## config.mk

```make
export PLATFORM = sky130hd
export DESIGN_NAME = axi_ring_wr_master
export DESIGN_NICKNAME = d
export VERILOG_FILES = /design/src/rtl/axi_ring_wr_master.sv
export SDC_FILE = /design/constraint.sdc
export NUM_CORES = 1
export LEC_CHECK = 0
export CAP_MARGIN = 0
export CORE_MARGIN = 1.5
export CORE_UTILIZATION = 48
export CTS_CLUSTER_DIAMETER = 60
export DETAILED_ROUTE_END_ITERATION = 10
export GPL_ROUTABILITY_DRIVEN = 0
export PLACE_DENSITY_LB_ADDON = 0.12
export SLEW_MARGIN = 10
export SYNTH_ARGS = -nofsm -noshare
export SYNTH_HDL_FRONTEND = slang
export SYNTH_SLANG_ARGS = --single-unit
```

## constraint.sdc

```tcl
create_clock -name clk -period 7.34 [get_ports clk]
set_clock_uncertainty 0.05 [all_clocks]
set_input_delay 1.101 -clock clk [delete_from_list [all_inputs] [get_ports clk]]
set_output_delay 1.101 -clock clk [all_outputs]
set_load 0.005 [all_outputs]
```

## src/rtl/axi_ring_wr_master.sv

```systemverilog
// AXI4 write master that walks a ring buffer [cfg_beg_addr, cfg_end_addr) fed from a
// show-ahead FIFO. Bursts that would cross a 4 KB page are split into two transactions.
module axi_ring_wr_master #(
    parameter int DATA_WIDTH = 64,
    parameter int ADDR_WIDTH = 30,
    parameter int ID_WIDTH   = 4,
    parameter int AXI_ID     = 0
) (
    input  logic                    clk,
    input  logic                    rst_n,
    input  logic [ADDR_WIDTH-1:0]   cfg_beg_addr,
    input  logic [ADDR_WIDTH-1:0]   cfg_end_addr,
    input  logic [7:0]              cfg_burst_len,
    input  logic                    ring_rst,
    input  logic                    wr_start,
    output logic                    wr_ready,
    output logic                    wr_busy,
    output logic                    wr_done,
    output logic                    wr_err,
    output logic [ADDR_WIDTH-1:0]   cur_addr,
    input  logic [DATA_WIDTH-1:0]   fifo_data,
    input  logic                    fifo_valid,
    output logic                    fifo_ack,
    output logic [ID_WIDTH-1:0]     m_axi_awid,
    output logic [ADDR_WIDTH-1:0]   m_axi_awaddr,
    output logic [7:0]              m_axi_awlen,
    output logic [2:0]              m_axi_awsize,
    output logic [1:0]              m_axi_awburst,
    output logic                    m_axi_awlock,
    output logic [3:0]              m_axi_awcache,
    output logic [2:0]              m_axi_awprot,
    output logic [3:0]              m_axi_awqos,
    output logic                    m_axi_awvalid,
    input  logic                    m_axi_awready,
    output logic [DATA_WIDTH-1:0]   m_axi_wdata,
    output logic [DATA_WIDTH/8-1:0] m_axi_wstrb,
    output logic                    m_axi_wlast,
    output logic                    m_axi_wvalid,
    input  logic                    m_axi_wready,
    input  logic [ID_WIDTH-1:0]     m_axi_bid,
    input  logic [1:0]              m_axi_bresp,
    input  logic                    m_axi_bvalid,
    output logic                    m_axi_bready
);
    localparam int BYTES = DATA_WIDTH / 8;
    localparam int SIZE  = $clog2(BYTES);

    typedef enum logic [1:0] {S_IDLE, S_AW, S_W, S_B} state_t;
    state_t state, state_nx;

    logic [ADDR_WIDTH-1:0] base;
    logic [8:0]            remaining;
    logic [7:0]            awlen_q;
    logic [7:0]            beat_cnt;
    logic                  w_hs;
    logic [8:0]            rem_start;
    logic [8:0]            sub_beats;
    logic [8:0]            rem_nx;
    logic [ADDR_WIDTH:0]   req_bytes;
    logic [ADDR_WIDTH:0]   req_end;
    logic [ADDR_WIDTH-1:0] start_base;
    logic [ADDR_WIDTH-1:0] base_nx;
    logic                  unused_bid;

    // Beats left in the current 4 KB page from b, capped by the beats still owed.
    function automatic logic [7:0] calc_len(input logic [ADDR_WIDTH-1:0] b,
                                            input logic [8:0]            rem);
        logic [12:0] room;
        room = (13'd4096 - {1'b0, b[11:0]}) >> SIZE;
        if ({4'd0, rem} > room) calc_len = 8'(room - 13'd1);
        else                    calc_len = 8'(rem - 9'd1);
    endfunction

    assign rem_start  = {1'b0, cfg_burst_len} + 9'd1;
    assign req_bytes  = ({{(ADDR_WIDTH-7){1'b0}}, cfg_burst_len} + (ADDR_WIDTH+1)'(1)) << SIZE;
    assign req_end    = {1'b0, cur_addr} + req_bytes;
    assign start_base = (req_end > {1'b0, cfg_end_addr}) ? cfg_beg_addr : cur_addr;
    assign sub_beats  = {1'b0, awlen_q} + 9'd1;
    assign rem_nx     = remaining - sub_beats;
    assign base_nx    = base + (ADDR_WIDTH'(sub_beats) << SIZE);

    assign m_axi_awid    = ID_WIDTH'(AXI_ID);
    assign m_axi_awaddr  = base;
    assign m_axi_awlen   = awlen_q;
    assign m_axi_awsize  = 3'(SIZE);
    assign m_axi_awburst = 2'b01;
    assign m_axi_awlock  = 1'b0;
    assign m_axi_awcache = 4'b0010;
    assign m_axi_awprot  = 3'b000;
    assign m_axi_awqos   = 4'b0000;
    assign m_axi_wdata   = fifo_data;
    assign m_axi_wstrb   = '1;
    assign m_axi_wlast   = m_axi_wvalid && (beat_cnt == awlen_q);
    assign w_hs          = m_axi_wvalid && m_axi_wready;
    assign fifo_ack      = w_hs;
    assign wr_ready      = (state == S_IDLE);
    assign wr_busy       = (state != S_IDLE);
    assign unused_bid    = ^m_axi_bid;

    always_ff @(posedge clk or negedge rst_n) begin
        if (!rst_n) state <= S_IDLE;
        else        state <= state_nx;
    end

    always_comb begin
        // NOTE: every output of this block gets a default first so no path infers a latch.
        state_nx      = state;
        m_axi_awvalid = 1'b0;
        m_axi_wvalid  = 1'b0;
        m_axi_bready  = 1'b0;
        case (state)
            S_IDLE: if (wr_start && !ring_rst) state_nx = S_AW;
            S_AW: begin
                m_axi_awvalid = 1'b1;
                if (m_axi_awready) state_nx = S_W;
            end
            S_W: begin
                m_axi_wvalid = fifo_valid;
                if (fifo_valid && m_axi_wready && (beat_cnt == awlen_q)) state_nx = S_B;
            end
            S_B: begin
                m_axi_bready = 1'b1;
                if (m_axi_bvalid) state_nx = (rem_nx != 9'd0) ? S_AW : S_IDLE;
            end
            default: state_nx = S_IDLE;
        endcase
    end

    always_ff @(posedge clk or negedge rst_n) begin
        if (!rst_n) begin
            cur_addr  <= '0;
            base      <= '0;
            remaining <= '0;
            awlen_q   <= '0;
            beat_cnt  <= '0;
            wr_err    <= 1'b0;
            wr_done   <= 1'b0;
        end else begin
            // NOTE: non-blocking assignments so every register sees pre-edge values.
            wr_done <= 1'b0;
            case (state)
                S_IDLE: begin
                    if (ring_rst) begin
                        cur_addr <= cfg_beg_addr;
                        wr_err   <= 1'b0;
                    end else if (wr_start) begin
                        base      <= start_base;
                        remaining <= rem_start;
                        awlen_q   <= calc_len(start_base, rem_start);
                        beat_cnt  <= '0;
                    end
                end
                S_W: if (w_hs) beat_cnt <= beat_cnt + 8'd1;
                S_B: begin
                    if (m_axi_bvalid) begin
                        wr_err    <= wr_err | (m_axi_bresp != 2'b00);
                        remaining <= rem_nx;
                        base      <= base_nx;
                        if (rem_nx != 9'd0) begin
                            awlen_q  <= calc_len(base_nx, rem_nx);
                            beat_cnt <= '0;
                        end else begin
                            cur_addr <= base_nx;
                            wr_done  <= 1'b1;
                        end
                    end
                end
                default: ;
            endcase
        end
    end
endmodule

```

# ---- After elaboration in Yosys (flattened, before gate mapping)
# Index checks and enable logic that the tools add are counted.
dict set report totals {
  regBits 89
  elab_cells 98
}
dict set report classes {
  bitwise 1
  n_addsub 13
  reduce_logical 18
  n_mux 41
  eq_ne 14
  magnitude_cmp 3
}
# op n
set ops {}
lappend ops {{$mux 30} 7}
lappend ops {{$pmux 30 s2} 2}
lappend ops {{$mux 8} 11}
lappend ops {{$sub 8x1->8 const B} 4}
lappend ops {{$add 30x12->31} 1}
lappend ops {{$gt 31x30->1} 1}
lappend ops {{$add 30x12->30} 1}
lappend ops {{$add 8x1->9 const B} 3}
lappend ops {{$mux 9} 3}
lappend ops {{$sub 13x12->13 const A} 2}
lappend ops {{$pmux 8 s3} 1}
lappend ops {{$gt 9x10->1} 2}
lappend ops {{$ne 2x2->1 const B} 9}
lappend ops {{$pmux 9 s2} 1}
lappend ops {{$pmux 8 s2} 1}
lappend ops {{$reduce_and 4->1} 3}
lappend ops {{$mux 1} 9}
lappend ops {{$reduce_bool 9->1} 1}
lappend ops {{$sub 9x9->9} 1}
lappend ops {{$add 8x1->8 const B} 1}
lappend ops {{$eq 8x8->1} 1}
lappend ops {{$mux 2} 4}
lappend ops {{$pmux 2 s4} 1}
lappend ops {{$reduce_and 6->1} 1}
lappend ops {{other kinds (12)} 19}

# ---- Depth between registers and ports, before layout
# Gate-level depths: netlist of run 1.
dict set report logic_depth {
  depth_word 10
  depth_mapped 37
  ltp_nobuf 36
}

# ---- Worst setup path before layout of run 1
# No wires, ideal clock.
dict set report synth_timing {
  path_kind {input to register}
  startpoint {input cfg_burst_len[0]}
  endpoint {register awlen_q[6] (netlist: m_axi_awlen[6])}
  path_stages 35
  path_buffers 3
  setup_ps 132
  slack_ps -262
  t_arrival_ps 7420
  cell_sequence {ha_1 -> xnor2_1 -> inv_1 -> ha_1 -> a21o_1 -> a21oi_1 -> o21bai_1 -> a21oi_1 -> o21bai_1 -> a21oi_1 -> o21bai_1 -> nand3_1 -> nor2_1 -> nand3_1 -> xnor2_1 -> ha_1 -> nand3_1 -> nor4_1 -> a32oi_1 -> nor3_1 -> buf_2 -> buf_2 -> buf_2 -> nor2_1 -> a21oi_1 -> ha_1 -> a21oi_1 -> o31a_1 -> nand3_2 -> o21ai_0 -> o22a_1 -> ha_1 -> nand3_1 -> xnor2_1 -> o21ai_1}
}
dict set report synth_via {
  elab_chain_len 10
  word_cells_on_any_way 13
}
# element line
set synth_lines {}
lappend synth_lines {{start: declaration} 13} ;# input logic [7:0] cfg_burst_len,
lappend synth_lines {{$add 8x1->9} {74, 75}}
lappend synth_lines {{$add 30x12->31} 76} ;# assign req_end = {1'b0, cur_addr} + req_bytes;
lappend synth_lines {{$gt 31x30->1} 77} ;# assign start_base = (req_end > {1'b0, cfg_end_addr}) ? cfg_beg_addr : cur_addr;
lappend synth_lines {{$mux 30} 77}
lappend synth_lines {{$sub 13x12->13} 69} ;# room = (13'd4096 - {1'b0, b[11:0]}) >> SIZE;
lappend synth_lines {{$sub 8x1->8 or $gt 9x10->1 (tied branches)} 70} ;# if ({4'd0, rem} > room) calc_len = 8'(room - 13'd1);
lappend synth_lines {{$mux 8 (*)} 70}
lappend synth_lines {{$mux 8 (*)} 146} ;# end else if (wr_start) begin
lappend synth_lines {{$mux 8 (*)} 143} ;# if (ring_rst) begin
lappend synth_lines {{$pmux 8 s2 (*)} 141} ;# case (state)
lappend synth_lines {{end signal: assignment} 149} ;# awlen_q <= calc_len(start_base, rem_start);
lappend synth_lines {{end signal: assignment} 160} ;# awlen_q <= calc_len(base_nx, rem_nx);
lappend synth_lines {{end: declaration} 53} ;# logic [7:0] awlen_q;
# Mark *: on every way between the ends. The rest lies on a longest branch, timed or not. The select of a mux whose other input is x is not followed.
# A chain may end at the register's enable or synchronous reset.

# ---- Final worst setup path of run 1
dict set report layout_timing {
  startpoint {input cfg_burst_len[0]}
  endpoint {register awlen_q[3] (netlist: m_axi_awlen[3])}
}
# The elaborated chain is that of the path after synthesis.

==> run metrics, run 1 <==
core area between 0.015 and 0.02 sq mm; Worst-Margin Slew 1202 ps; Netlist Area Pre-Place about 0.0094 sq mm; hold_sp remaining[4]; worst setup margin ~42 ps; first-pass GRT wire length 43,590 microns; Seq/Total Area, Yosys a little under a quarter; Yosys cell types between 70 and 80; total CTS buffers 9; I/O Pins ~320; sequential cell area ~0.0022 sq mm; vias per std cell 5.526; CP startpoint cfg_burst_len[0]; die area around 0.02 sq mm; Final min period ~7300 ps; Antenna diodes 0; TNS Setup 0 ps; Nets 1,595; fin crit share between 90% and 100%; DRC 0; filler cell count in the final layout roughly 1,700; required time of the critical path between 7000 and 8000 ps; Post-synth EDFFs 0; kind of cell adding the most delay to the critical path compound AO/OA/AOI/OAI gates; fraction of layout cells with a size suffix above 1 17.24%; fin. max-slew vios 0; Slowest cell on crit path a221o_1; initial antenna violation count 0; DP Area approximately 0.011 sq mm; # port buffers ~150; antenna viol nets, final 0; Max stage delay on crit path 340 ps; Buf/Inv on CP 6; Layout area overhead 29.44%; crit path DAT about 7600 ps; Layout Cells excl Fill 1,634; endpoint class of the critical path register; wire length on met1 ~12,000 microns; WL/cell 17.13 microns; Worst Hold Slack 442.7 ps; pwr/cell area roughly 570 mW/mm^2; gr usage total 27.23%; Final Hold Viols 0; Starting Density around half; Worst Path Max Fanout 4; Fmax achieved between 100 and 150 MHz; CTS tree yes; R2R Path Start cur_addr[3]; VDD IR max around 0.00037 V; yosys warns 0; Pre-antenna DRT Iters 5; RSZ-0062 raised after global routing yes; dpl ws -1105 ps; Startpoint Class input port; number of cell rows slightly above 50; Syn Area/Cell ~8 sq um; Slew headroom 19.46%; Clk pin slew, worst setup/hold paths about 70 ps; post-placement cell count around 1,600; via count approximately 9,000; final setup fails 0; WL met3 between 1500 and 2000 microns; Clock Latency Late Sink 360 ps; largest net degree at the start of global routing between 70 and 80; routed wl met2 roughly 13,000 microns; hpwl dp ~21,000 microns; hold crit path type reg -> reg; CTS sink count 89; top_reg_cell synth dfrtp_1; Multi-input gate area around 0.0066 sq mm; Leakage 5.471 nW; gr ovfl total 0; initial DRC count 620; Post-Synthesis Cells about 1,200; critical path type in -> reg; Max-Cap Viols 0; Die Y ~140 microns; Root Driver clkbuf_16; Async SR Flop Fraction 100.0%; status completed; final wirelength around 28,000 microns; Max clock buf depth 2; vias in the first global route approximately 8,600; cell area after layout around 0.012 sq mm; flop and latch count out of synthesis 89; die width about 140 microns; Max Used Layer met4; H-tree depth 3
## power breakdown
group	internal, mW	switching, mW	total [mW]
registers	0.736	0.371	1.11
logic	2.44	2.91	5.35
clock network	0.264	0.210	0.474
total	3.44	3.49	6.93
## flip-flops by register name, indices dropped and copies added, names as in the netlist
name and count:
wr_done 1, m_axi_awaddr 30, state 2, wr_err 1, cur_addr 30, remaining 9
beat_cnt 8, m_axi_awlen 8
## repair_timing
action | CTS | global route
setup buffers | 19 | 12
cloned | 0 | 1
pin swaps | 35 | 45
endpoints found under the hold margin | 0 | 0
hold buffers | 0 | 0
endpoints found under the setup margin | 8 | 8
resized for setup | 57 | 52
## metal layers
layer	track usage, %	vias to the layer above
met3	3.722	60
met2	45.05	320
met1	35.76	4244
met4	10.96	0
met5	0	-
li1	-	4406
## worst paths after layout
kind                               endpoint  slack (ps)  depth (start not counted)
setup / recovery             m_axi_awlen[3]          40                         37
hold / removal                 remaining[4]         440                          2
setup reg to reg             m_axi_awlen[3]         620                         34
hold reg to reg                remaining[4]         440                          2
max in group asynchronous  m_axi_awaddr[22]        5420                          2
min in group asynchronous      cur_addr[24]         690                          1
## cells in the mapped netlist, types with 5 or more instances
| master | n | share of area [%] |
|---|---|---|
| nand4_1 | 21 | 1.4 |
| xor2_1 | 60 | 5.6 |
| o21a_1 | 5 | 0.40 |
| o21ai_1 | 5 | 0.27 |
| buf_1 | 6 | 0.24 |
| nand2b_1 | 11 | 0.73 |
| clkbuf_1 | 27 | 1.1 |
| or3_1 | 6 | 0.40 |
| o21bai_1 | 5 | 0.40 |
| inv_1 | 84 | 3.3 |
| mux2_2 | 16 | 1.9 |
| and2_1 | 8 | 0.53 |
| a21oi_1 | 83 | 4.4 |
| nor3_1 | 15 | 0.80 |
| dfrtp_1 | 89 | 24 |
| nand2_1 | 85 | 3.4 |
| o211ai_1 | 15 | 1.2 |
| nor2b_1 | 7 | 0.46 |
| o21ai_0 | 92 | 4.9 |
| buf_4 | 93 | 7.4 |
| nand3_1 | 32 | 1.7 |
| a31oi_1 | 6 | 0.40 |
| a221oi_1 | 10 | 0.93 |
| nor2_1 | 116 | 4.6 |
| a211oi_1 | 11 | 0.88 |
| mux2i_1 | 43 | 4.6 |
| a21boi_0 | 5 | 0.40 |
| nor4_1 | 9 | 0.60 |
| ha_1 | 82 | 11 |
| a21o_1 | 6 | 0.48 |
| buf_2 | 5 | 0.27 |
| and3_1 | 22 | 1.5 |
| xnor2_1 | 39 | 3.6 |
## cells by family (layout without fill, tap and decap cells)
| kind of cell | count (synthesis) | count (layout) | share of synthesized area [%] |
|---|---|---|---|
| other cells | 2 | 29 | 0.07961 |
| buf+inv | 215 | 374 | 12.32 |
| flops | 89 | 89 | 23.61 |
| simple gates | 356 | 356 | 18.59 |
| compound gates | 278 | 278 | 18.22 |
| xor+xnor | 99 | 99 | 9.191 |
| fa+ha+maj | 85 | 85 | 11.51 |
| mux | 59 | 59 | 6.472 |
## cells in the final DEF (no fill, tap or decap), types with 5 or more instances in the layout
master	synthesis	final
inv_2	0	5
a31oi_1	6	6
dfrtp_1	89	89
nand2b_1	11	11
mux2i_4	0	5
nor3_1	15	13
mux2_2	16	15
a21oi_2	1	6
o21a_1	5	5
and2_1	8	7
clkdlybuf4s50_1	0	146
buf_4	93	117
o21ai_0	92	86
or3_1	6	6
inv_1	84	79
nand3_1	32	29
a21oi_1	83	75
clkbuf_16	0	9
o211ai_1	15	15
nor2b_1	7	5
conb_1	2	29
nor2_1	116	113
and3_1	22	21
buf_6	0	6
ha_4	0	9
a211oi_1	11	8
nand4_1	21	21
o21ai_1	5	9
nor4_1	9	7
ha_1	82	70
mux2i_1	43	37
xnor2_1	39	37
nand2_1	85	83
xor2_1	60	57
a21o_1	6	6
a221oi_1	10	10
## final cells by class
type                            count  share of cell area, %
Clock buffer                       11                  1.906
Clock inverter                      5                 0.4611
Inverter                           84                  2.582
Multi-Input combinational cell    906                  53.94
Sequential cell                    89                  18.24
Tap cell                          265                  2.715
Timing Repair Buffer              274                  20.15
## worst register-to-register path: cells and delay by family (launching register included)
family | cells | cell delay, ps
AOI/OAI and AO/OA | 20 | 3510
adders and majority gates | 4 | 1140
buffers and inverters | 4 | 570
and+or+nand+nor | 4 | 560
DFF | 1 | 400
muxes | 1 | 310
xor gates and xnor gates | 1 | 140
## metrics by stage
step	total power [mW]	utilization [%]
6_report	6.927	62.95
4_1_cts	6.695	61.30
5_1_grt	7.558	62.95
2_1_floorplan	4.402	-
3_5_place_dp	6.081	58.06
3_3_place_gp	5.976	58.06
Power figures use the tool's default switching activity.
==> run 2: changes to the inputs <==
- GPL_ROUTABILITY_DRIVEN: 0 -> not set
==> run metrics, run 2 (synthesized netlist as in run 1, its figures left out) <==
status completed; fin crit share between 90 and 100%; core area approximately 0.019 sq mm; Startpoint Class input port; Clk pin slew, worst setup/hold paths approximately 70 ps; Comb power frac 77.2%; # port buffers about 150; required time of the critical path between 7000 and 8000 ps; final wirelength 28,090 microns; Die Y 143.2 microns; crit path DAT ~7400 ps; VDD IR max 0.0004072 V; Fmax achieved about 140 MHz; Seq pwr share around 16%; Leakage around 5.5 nW; CTS tree yes; vias per std cell about 5.5; first-pass GRT wire length 43,590 microns; CTS sink count 89; H-tree depth 3; gr usage total around 27%; number of cell rows 51; via count 9,019; critical path type in -> reg; fraction of layout cells with a size suffix above 1 17.82%; fin. max-slew vios 0; I/O Pins ~320; routability cong. 0.9474; gr ovfl total 0; Tot Pwr 7.053 mW; final setup fails 0; clock share of power under 10%; die area around 0.02 sq mm; vias in the first global route around 8,500; Nets 1,602; Final Hold Viols 0; Switching Fraction 50.01%; post-placement cell count between 1,500 and 2,000; pwr/cell area 576.2 mW/mm^2; Slew headroom 22.59%; hpwl dp between 20,000 and 25,000 microns; initial DRC count approximately 550; switching power 3.527 mW; Pre-antenna DRT Iters 7; Worst-Margin Slew around 1200 ps; Max clock buf depth 2; hold crit path type reg -> reg; Root Driver clkbuf_16; Final min period between 7000 and 8000 ps; Clock Latency Late Sink roughly 360 ps; most frequent cells in the layout clkdlybuf4s50_1 (146), buf_4 (125), nor2_1 (115); largest net degree at the start of global routing 102; WL/cell between 15 and 20 microns; initial antenna violation count 0; Layout Cells excl Fill 1,640; post-layout util 63.10%; Starting Density between 40% and 50%; Layout area overhead 29.75%; Antenna diodes 0; DRC 0; Worst Path Max Fanout 6; Most common cell on crit path buf_4; Max-Cap Viols 0; antenna viol nets, final 0; total CTS buffers 9; Max stage delay on crit path around 370 ps; endpoint class of the critical path register; RSZ-0062 raised after global routing yes; Slowest cell on crit path nor4_4; die width around 140 microns; most common cell after layout, fill and taps aside clkdlybuf4s50_1; internal power roughly 3.5 mW
run 2: cell count changes in the layout (fill, tap and decap cells not counted), moves of 3 or more:
cell     before  now
nand3_1      29   26
buf_4       117  125
nand3_2       3    6
a21oi_2       6   10
run 2: worst max-delay path: cells and delay by family:
family | cells | cell delay (ps)
mux | 3 | 560
fa+ha+maj | 4 | 1130
xor+xnor | 1 | 140
buf+inv | 7 | 900
compound gates | 15 | 2470
simple gates | 6 | 1120
run 2: metal layers:
layer	part of all wire (%)	track usage, %	vias up
li1	-	-	4413
met1	46	36.63	4271
met4	2.6	8.736	0
met2	46	45.44	284
met5	0	0	-
met3	5.2	3.152	51
run 2: timing repair:
item | CTS | global route
pin swaps | 36 | 39
resized for setup | 57 | 41
hold buffers | 0 | 0
buffers inserted | 32 | 4
endpoints found under the setup margin | 8 | 8
run 2: through the flow:
stage / cell area (sq um) / hold slack (ps) / setup slack [ps] / TNS [ps]
CTS: 12030 / 446.1 / 18.36 / 0
global placement: 11280 / 413.7 / -830.3 / -5764
finish: 12240 / 441.7 / 174.0 / 0
floorplan: 9545 / 399.8 / 27.32 / 0
global route: 12240 / 459.9 / -154.6 / -751.7
detailed placement: 11280 / 431.2 / -1002 / -7156
run 2: final timing paths:
path / startpoint / end / slack, ps / cells past startpoint
min reg2reg: remaining[5] / remaining[5] / 440 / 2
max in group asynchronous: rst_n / cur_addr[28] / 5470 / 2
min in group asynchronous: rst_n / cur_addr[29] / 700 / 1
max: cfg_burst_len[0] / m_axi_awlen[3] / 170 / 36
max reg2reg: cur_addr[3] / m_axi_awlen[3] / 770 / 33
min: remaining[5] / remaining[5] / 440 / 2
run 2: layout make-up:
type	instances	area, sq um
repair buffers	281	2500
clock inverters	6	83.83
inverters	84	315.3
clock buffers	9	225.2
well taps	265	331.6
multi-input cells	906	6558
fillers	1726	7158
flip-flops and latches	89	2227
run 2: power by group through the flow:
stage	Sequential (mW)	Clock (mW)	Combinational, mW
2_1_floorplan	0.998	0	3.40
3_3_place_gp	1.10	0	4.99
3_5_place_dp	1.10	0	5.05
4_1_cts	1.10	0.511	5.26
5_1_grt	1.14	0.534	6.00
6_report	1.11	0.504	5.44
